<file path="src/rtl/scaled_clk_monitor.sv">
// Receive-side monitor for the scaled clock: synchronises it, strobes its edges,
// measures each half-period and tracks lock/loss against the expected ratio.
module scaled_clk_monitor #(
  parameter int SYNC_STAGES = 2,
  parameter int CNT_W       = 9,
  parameter int EXP_HALF    = 101,
  parameter int TOL         = 2,
  parameter int LOCK_COUNT  = 4
) (
  input  logic             clk,
  input  logic             reset,
  input  logic             scaled_clk_in,
  input  logic             enable,
  output logic             rise_pulse,
  output logic             fall_pulse,
  output logic [CNT_W-1:0] half_period,
  output logic             period_valid,
  output logic             locked,
  output logic             lost,
  output logic [7:0]       err_count,
  output logic [1:0]       state_o
);

  localparam logic [CNT_W-1:0] HP_MIN = CNT_W'(EXP_HALF - TOL);
  localparam logic [CNT_W-1:0] HP_MAX = CNT_W'(EXP_HALF + TOL);
  localparam logic [CNT_W-1:0] TO_TH  = CNT_W'(EXP_HALF + TOL + 1);
  localparam logic [CNT_W-1:0] HP_SAT = '1;
  localparam int               GOOD_W = $clog2(LOCK_COUNT + 1);
  localparam logic [GOOD_W-1:0] GOOD_LOCK = GOOD_W'(LOCK_COUNT);

  typedef enum logic [1:0] {
    ST_IDLE    = 2'd0,
    ST_ACQUIRE = 2'd1,
    ST_LOCKED  = 2'd2,
    ST_LOST    = 2'd3
  } state_e;

  state_e                 state_q, state_d;
  logic [SYNC_STAGES-1:0] sync_q;
  logic                   prev_q, rise_q, fall_q;
  logic [CNT_W-1:0]       hp_cnt_q, hp_cnt_d, half_q, half_d;
  logic                   pv_q, pv_d;
  logic                   have_ref_q, have_ref_d;
  logic                   to_fired_q, to_fired_d;
  logic [GOOD_W-1:0]      good_q, good_d;
  logic                   lost_q, lost_d;
  logic [7:0]             err_q, err_d;
  logic                   run, sync_lvl, rise_d, fall_d, edge_d, edge_q;
  logic                   timeout, in_range, go_lost;

  // Edge detection and timeout; the synchroniser keeps running in IDLE so
  // re-enabling never produces a stale edge.
  always_comb begin
    run      = enable && (state_q != ST_IDLE);
    sync_lvl = sync_q[SYNC_STAGES-1];
    rise_d   = run && sync_lvl && !prev_q;
    fall_d   = run && !sync_lvl && prev_q;
    edge_d   = rise_d || fall_d;
    edge_q   = rise_q || fall_q;
    timeout  = run && !edge_d && !to_fired_q && (hp_cnt_q == TO_TH);
    in_range = (half_q >= HP_MIN) && (half_q <= HP_MAX);
  end

  always_comb begin
    hp_cnt_d   = hp_cnt_q;
    half_d     = half_q;
    pv_d       = 1'b0;
    have_ref_d = have_ref_q;
    to_fired_d = to_fired_q;
    if (!run) begin
      hp_cnt_d   = '0;
      have_ref_d = 1'b0;
      to_fired_d = 1'b0;
    end else begin
      if (edge_d) begin
        hp_cnt_d   = CNT_W'(1);
        to_fired_d = 1'b0;
        have_ref_d = 1'b1;
        if (have_ref_q) begin
          pv_d   = 1'b1;
          half_d = hp_cnt_q;
        end
      end else begin
        if (hp_cnt_q != HP_SAT) hp_cnt_d = hp_cnt_q + CNT_W'(1);
        if (timeout) begin
          to_fired_d = 1'b1;
          have_ref_d = 1'b0;
        end
      end
      // Entering LOST discards the reference so the exit edge starts afresh.
      if (go_lost) have_ref_d = 1'b0;
    end
  end

  always_ff @(posedge clk or negedge reset) begin
    if (!reset) begin
      sync_q     <= '0;
      prev_q     <= 1'b0;
      rise_q     <= 1'b0;
      fall_q     <= 1'b0;
      hp_cnt_q   <= '0;
      half_q     <= '0;
      pv_q       <= 1'b0;
      have_ref_q <= 1'b0;
      to_fired_q <= 1'b0;
    end else begin
      sync_q     <= {sync_q[SYNC_STAGES-2:0], scaled_clk_in};
      prev_q     <= sync_lvl;
      rise_q     <= rise_d;
      fall_q     <= fall_d;
      hp_cnt_q   <= hp_cnt_d;
      half_q     <= half_d;
      pv_q       <= pv_d;
      have_ref_q <= have_ref_d;
      to_fired_q <= to_fired_d;
    end
  end

  // FSM state register.
  always_ff @(posedge clk or negedge reset) begin
    if (!reset) begin
      state_q <= ST_IDLE;
      good_q  <= '0;
      lost_q  <= 1'b0;
      err_q   <= '0;
    end else begin
      state_q <= state_d;
      good_q  <= good_d;
      lost_q  <= lost_d;
      err_q   <= err_d;
    end
  end

  // FSM next state: reacts to the registered measurement, so status lags the strobe by one edge.
  always_comb begin
    state_d = state_q;
    good_d  = good_q;
    lost_d  = lost_q;
    err_d   = err_q;
    go_lost = 1'b0;
    if (!enable) begin
      state_d = ST_IDLE;
      good_d  = '0;
      lost_d  = 1'b0;
    end else begin
      case (state_q)
        ST_IDLE: begin
          state_d = ST_ACQUIRE;
          good_d  = '0;
        end
        ST_ACQUIRE: begin
          if (timeout || (pv_q && !in_range)) begin
            good_d = '0;
          end else if (pv_q) begin
            if (good_q + GOOD_W'(1) == GOOD_LOCK) begin
              state_d = ST_LOCKED;
              good_d  = '0;
            end else begin
              good_d = good_q + GOOD_W'(1);
            end
          end
        end
        ST_LOCKED: begin
          if (timeout || (pv_q && !in_range)) begin
            state_d = ST_LOST;
            lost_d  = 1'b1;
            go_lost = 1'b1;
            if (err_q != 8'hFF) err_d = err_q + 8'd1;
          end
        end
        ST_LOST: begin
          if (edge_q) begin
            state_d = ST_ACQUIRE;
            good_d  = '0;
          end
        end
        default: state_d = ST_IDLE;
      endcase
    end
  end

  // FSM outputs; state_o exposes the state for debug and checkers.
  always_comb begin
    locked  = (state_q == ST_LOCKED);
    state_o = state_q;
  end

  assign rise_pulse   = rise_q;
  assign fall_pulse   = fall_q;
  assign half_period  = half_q;
  assign period_valid = pv_q;
  assign lost         = lost_q;
  assign err_count    = err_q;

endmodule

</file>
<file path="config.mk">
export PLATFORM = sky130hd
export DESIGN_NAME = scaled_clk_monitor
export DESIGN_NICKNAME = d
export VERILOG_FILES = /design/src/rtl/scaled_clk_monitor.sv
export SDC_FILE = /design/constraint.sdc
export NUM_CORES = 1
export LEC_CHECK = 0
export CORE_ASPECT_RATIO = 0.7
export CORE_MARGIN = 5
export CORE_UTILIZATION = 45
export DETAILED_ROUTE_END_ITERATION = 12
export GPL_TIMING_DRIVEN = 0
export PLACE_DENSITY = 0.74
export SYNTH_ARGS = -nofsm -noshare
export SYNTH_HDL_FRONTEND = slang
export SYNTH_SLANG_ARGS = --single-unit
</file>
<file path="constraint.sdc">
create_clock -name clk -period 4 [get_ports clk]
set_input_delay 0.8 -clock clk [delete_from_list [all_inputs] [get_ports clk]]
set_output_delay 0.8 -clock clk [all_outputs]
set_load 0.03 [all_outputs]
</file>
; After elaboration in Yosys (flattened, before gate mapping)
; Cells that the tools add are included.
[totals]
inputBits = 4
out_inout_bits = 24
regBits = 40
[op_classes]
n_lt_le_gt_ge = 2
mux = 32
n_eq_ne = 19
reduce_logical = 25
add_sub_neg = 3
[ops]
columns = op, count
row1 = $mux W9, 3
row2 = $mux W1, 16
row3 = $mux W3, 5
row4 = $mux W2, 6
row5 = $ne A3 B3 Y1 const B, 4
row6 = $logic_and A1 B1 Y1, 10
row7 = $add A9 B1 Y9 const B, 1
row8 = $eq A9 B7 Y1 const B, 1
row9 = $ge A9 B7 Y1 const B, 1
row10 = $le A9 B7 Y1 const B, 1
row11 = $ne A9 B9 Y1 const B, 1
row12 = $pmux W3 S3, 1
row13 = $add A8 B1 Y8 const B, 1
row14 = $ne A4 B1 Y1 const B, 2
row15 = $ne A8 B8 Y1 const B, 1
row16 = $pmux W2 S4, 1
row17 = $ne A3 B1 Y1 const B, 2
row18 = $reduce_and A3 Y1, 2
row19 = $logic_not A1 Y1, 5
row20 = $reduce_and A5 Y1, 1
row21 = $eq A2 B2 Y1 const B, 2
row22 = $ne A2 B1 Y1 const B, 2
row23 = $ne A4 B4 Y1 const B, 1
row24 = $reduce_and A4 Y1, 1
row25 = other kinds (8), 10

; Longest topological paths before layout
[logic_depth]
word_depth = 15
depth_mapped = 9
mapped_depth_nobuf = 8

; Least setup slack after synthesis
; No wires, ideal clock.
[synth_timing]
kind = reg2reg
start = register hp_cnt_q[0]
end = register err_q[6], in the netlist err_count[6]
required_time_ns = 3.865
setup_slack_ns = 1.683
stages_incl_launch_ff = 8
setup_ns = 0.135
t_arrival_ns = 2.181
path_cell_list = dfrtp_1 inv_1 ha_1 or4b_4 nor4_4 o211ai_2 or4_1 xnor2_1
[synth_between]
elab_chain_len = 4
[synth_rtl]
columns = item, line
row1 = start: declaration, 41  ; logic [CNT_W-1:0] hp_cnt_q, hp_cnt_d, half_q, half_d;
row2 = start signal: assignment, 111  ; hp_cnt_q <= hp_cnt_d;
row3 = $eq A9 B7 Y1, 60  ; timeout = run && !edge_d && !to_fired_q && (hp_cnt_q == TO_TH);
row4 = $logic_and A1 B1 Y1, 60
row5 = $logic_or A1 B1 Y1, 164  ; if (timeout || (pv_q && !in_range)) begin
row6 = $reduce_and A4 Y1 (no source line), --
row7 = end signal: assignment, 130  ; err_q <= err_d;
row8 = end: declaration, 47  ; logic [7:0] err_q, err_d;
; Every way passes these cells.
; A chain may end at the register's enable or synchronous reset.

; Final worst setup path
[layout_timing]
start = register state_q[0], in the netlist state_o[0]
end = output port locked
[layout_between]
elab_chain_len = 1
[layout_rtl]
columns = item, line
row1 = start: declaration, 38  ; state_e state_q, state_d;
row2 = start signal: assignment, 127  ; state_q <= state_d;
row3 = $eq A2 B2 Y1, 184  ; locked = (state_q == ST_LOCKED);
row4 = end: declaration, 18  ; output logic locked,
; Every way passes these cells.

==> run_results.csv <==
group,metric,value,unit
timing,finClkSkew,8.47,ps
power_and_ir_drop,leakagePower,0.00103,uW
synth,synth_nets,190,
cts,postCtsSetupBuffers,0,
final_layout,nets,224,
timing,period_needed,2570,ps
route,wl,3.87,mm
cts,clock-sinks,40,
synth,mappedNetlistArea,1960,sq um
worst_setup_path,cp_cell_sequence,"inv_1 -> ha_1 -> clkdlybuf4s50_1",
place,dp_hpwl,2.93,mm
synth,synth-xor-area-share,0.0669,
synth,synth_simple_gate_area_frac,0.201,
place,gp_congestion,0.786,
synth,ys_warn_count,0,
cts,cts_root_buf,"clkbuf_8",
timing,worst_pin_slew,845,ps
cts,clk_pin_slew,70,ps
power_and_ir_drop,power_density,431,nW/um^2
place,dp.cells,258,
worst_setup_path,worstSetupEndpointType,"output port",
final_layout,antennaDiodeCount,0,
synth,synth-compound-area-share,0.0669,
grt,grt_pass1_vias,1421,
final_layout,syn_to_final_growth,21.0,%
synth,ys_seq_area_frac,0.510,
worst_setup_path,path_max_fanout,5,
grt,antenna_found_initial,0,
worst_setup_path,start_kind,"flip-flop",
cts,cts_resized,0,
timing,grt_setup_unrepaired,"no",
cts,tritoncts,"yes",
cts,cts_buffers,5,
route,drc,0,
floorplanning,coreArea,4280,sq um
timing,whs,353,ps
route,viasPerCell,5.34,
power_and_ir_drop,finalPower,1020,uW
cts,holdBufCountCts,0,
timing,slew_headroom,0.437,
timing,setup_viol,0,
timing,fmax,389,MHz
floorplanning,initial_core_util,0.459,
power_and_ir_drop,vdd_drop_max,0.000285,V
hold_path,hold_path_class,"reg -> reg",
grt,grt_max_degree,41,
route,wl_per_cell,14.6,um
route,vias,1416,
route,drt-pass1-iter-count,4,
floorplanning,ios,28,
cts,clk_latency,290,ps
cts,cts.path.max_buffers,2,
cts,htreeDepth,2,
grt,track_usage,0.156,
synth,ys_ff_latch,40,
synth,synth_edf_count,0,
synth,synthArstFlopShare,1.00,
synth,syn_inst,176,
worst_setup_path,critical_path_class,"reg -> out",
worst_setup_path,worst-endpoint-required,3200,ps
place,port_buffers,27,
floorplanning,die_h,65.3,um
worst_setup_path,cp_slowest_stage_delay,700,ps
worst_setup_path,slowest_stage,"clkdlybuf4s50_1",
final_layout,fill_cells,382,
synth,ys_types,37,
route,initialDrtViolationCount,68,
grt,grt_pass1_wl,6.82,mm
final_layout,drive_above_1_share,0.100,
run,drv_cap,0,
synth,ys.flop_type,"dfrtp_1",
timing,fin_setup_tns,0,ps
route,ant_nets,0,
synth,avgSynthCellArea,11.2,sq um
run_status,status,"complete, no violations",
floorplanning,die_area,5800,sq um
synth,synth_top_family_by_area,"simple AND/OR/NAND/NOR gates",
grt,grt-ovfl-total,0,
synth,yosys-mux-area-fraction,0.0727,
timing,report.final.hold_viol_count,0,
timing,maxSlewViolCount,0,
worst_setup_path,cp_data_arrival_time,1770,ps
final_layout,fin_util,0.555,
timing,post-route-period-util,0.643,
synth,synthAdderAreaFrac,0.0637,
floorplanning,dieWidth,88.9,um
floorplanning,rows,20,
final_layout,final_cells,265,
## layout by cell type (no fill, tap or decap), types with 2 or more instances in the layout
cell             instances
clkbuf_8                 5
clkbuf_1                 4
nand2b_1                 3
inv_1                    7
xnor2_1                  6
clkdlybuf4s50_1         26
xor2_1                   9
mux2_2                  10
dfrtp_1                 40
o21ai_0                  3
a21oi_1                  6
nor3_1                   5
nand4_1                  4
o31ai_1                  2
nand2_1                 15
nor2b_1                  5
nand4b_1                 3
nor2_1                  13
mux2i_1                  3
nand3_1                  6
ha_1                    10
nor3b_1                  4
or3_1                    2
nor4_1                   2
## cells in the mapped netlist (all sizes together) (2+ instances only)
cell	n	area, sq um
nand4	4	25.0
xor2	9	78.8
nand4b	3	26.3
dfrtp	40	1000
nor2b	5	31.3
mux2i	3	30.0
o31ai	2	15.0
nor3	5	25.0
clkbuf	3	11.3
nand2	15	56.3
or3	2	12.5
ha	10	125
a21oi	6	30.0
nor4	3	33.8
xnor2	6	52.6
nand2b	3	18.8
mux2	10	113
inv	7	26.3
nand3	6	30.0
o21ai	3	15.0
nor2	13	48.8
nor3b	4	30.0
## area by class of cell
class                   count  area [sq um]  area share
clock buffers               6          72.6      0.0306
inverters                   7          26.3      0.0111
clock inverters             1          5.00     0.00211
flip-flops and latches     40          1000       0.421
well taps                  55          68.8      0.0290
repair buffers             27           265       0.112
multi-input cells         126           925       0.389
plain buffers               3          11.3     0.00474
## routing by layer
layer	share of wire	wire (um)	global-route usage
met3	0.054	211	0.0451
met2	0.40	1570	0.214
met4	0.016	61	0.0632
met1	0.52	2030	0.228
met5	0	0	0
## cells by family after synthesis
group | count (synthesis)
DFF | 40
muxes | 13
AOI/OAI and AO/OA | 19
and+or+nand+nor | 69
buffers and inverters | 10
xor gates and xnor gates | 15
adders and majority gates | 10
## where the power goes
group	total (uW)	switching [uW]	internal [uW]
registers	474	36.9	437
clock network	248	130	118
logic	302	173	129
total	1020	339	684
## state kept, by name, summed over array words and instances (netlist names), 2 cells and up
register	cells
half_period	9
hp_cnt_q	9
err_count	8
good_q	3
state_o	2
sync_q	2
## worst max-delay path, delay by kind of cell (launching register included)
| kind | cells | cell delay (ps) |
|---|---|---|
| fa+ha+maj | 1 | 250 |
| buf+inv | 2 | 800 |
| flops | 1 | 430 |
## path summary, 6_finish.rpt
check	from	end	slack, ps	cells after the start
setup / recovery	state_o[0]	locked	1430	3
max in group asynchronous	reset	err_count[6]	2850	1
hold / removal	sync_q[0]	sync_q[1]	350	0
min in group asynchronous	reset	err_count[4]	610	1
setup reg to reg	hp_cnt_q[0]	err_count[6]	1490	7
hold reg to reg	sync_q[0]	sync_q[1]	350	0
## per-stage QoR
step	instance area (sq um)	worst slack, ps
floorplan	1960	1680
global placement	2300	1150
detailed placement	2300	1160
CTS	2370	1420
global route	2370	1330
finish	2370	1430
(Power assumes the default switching activity.)
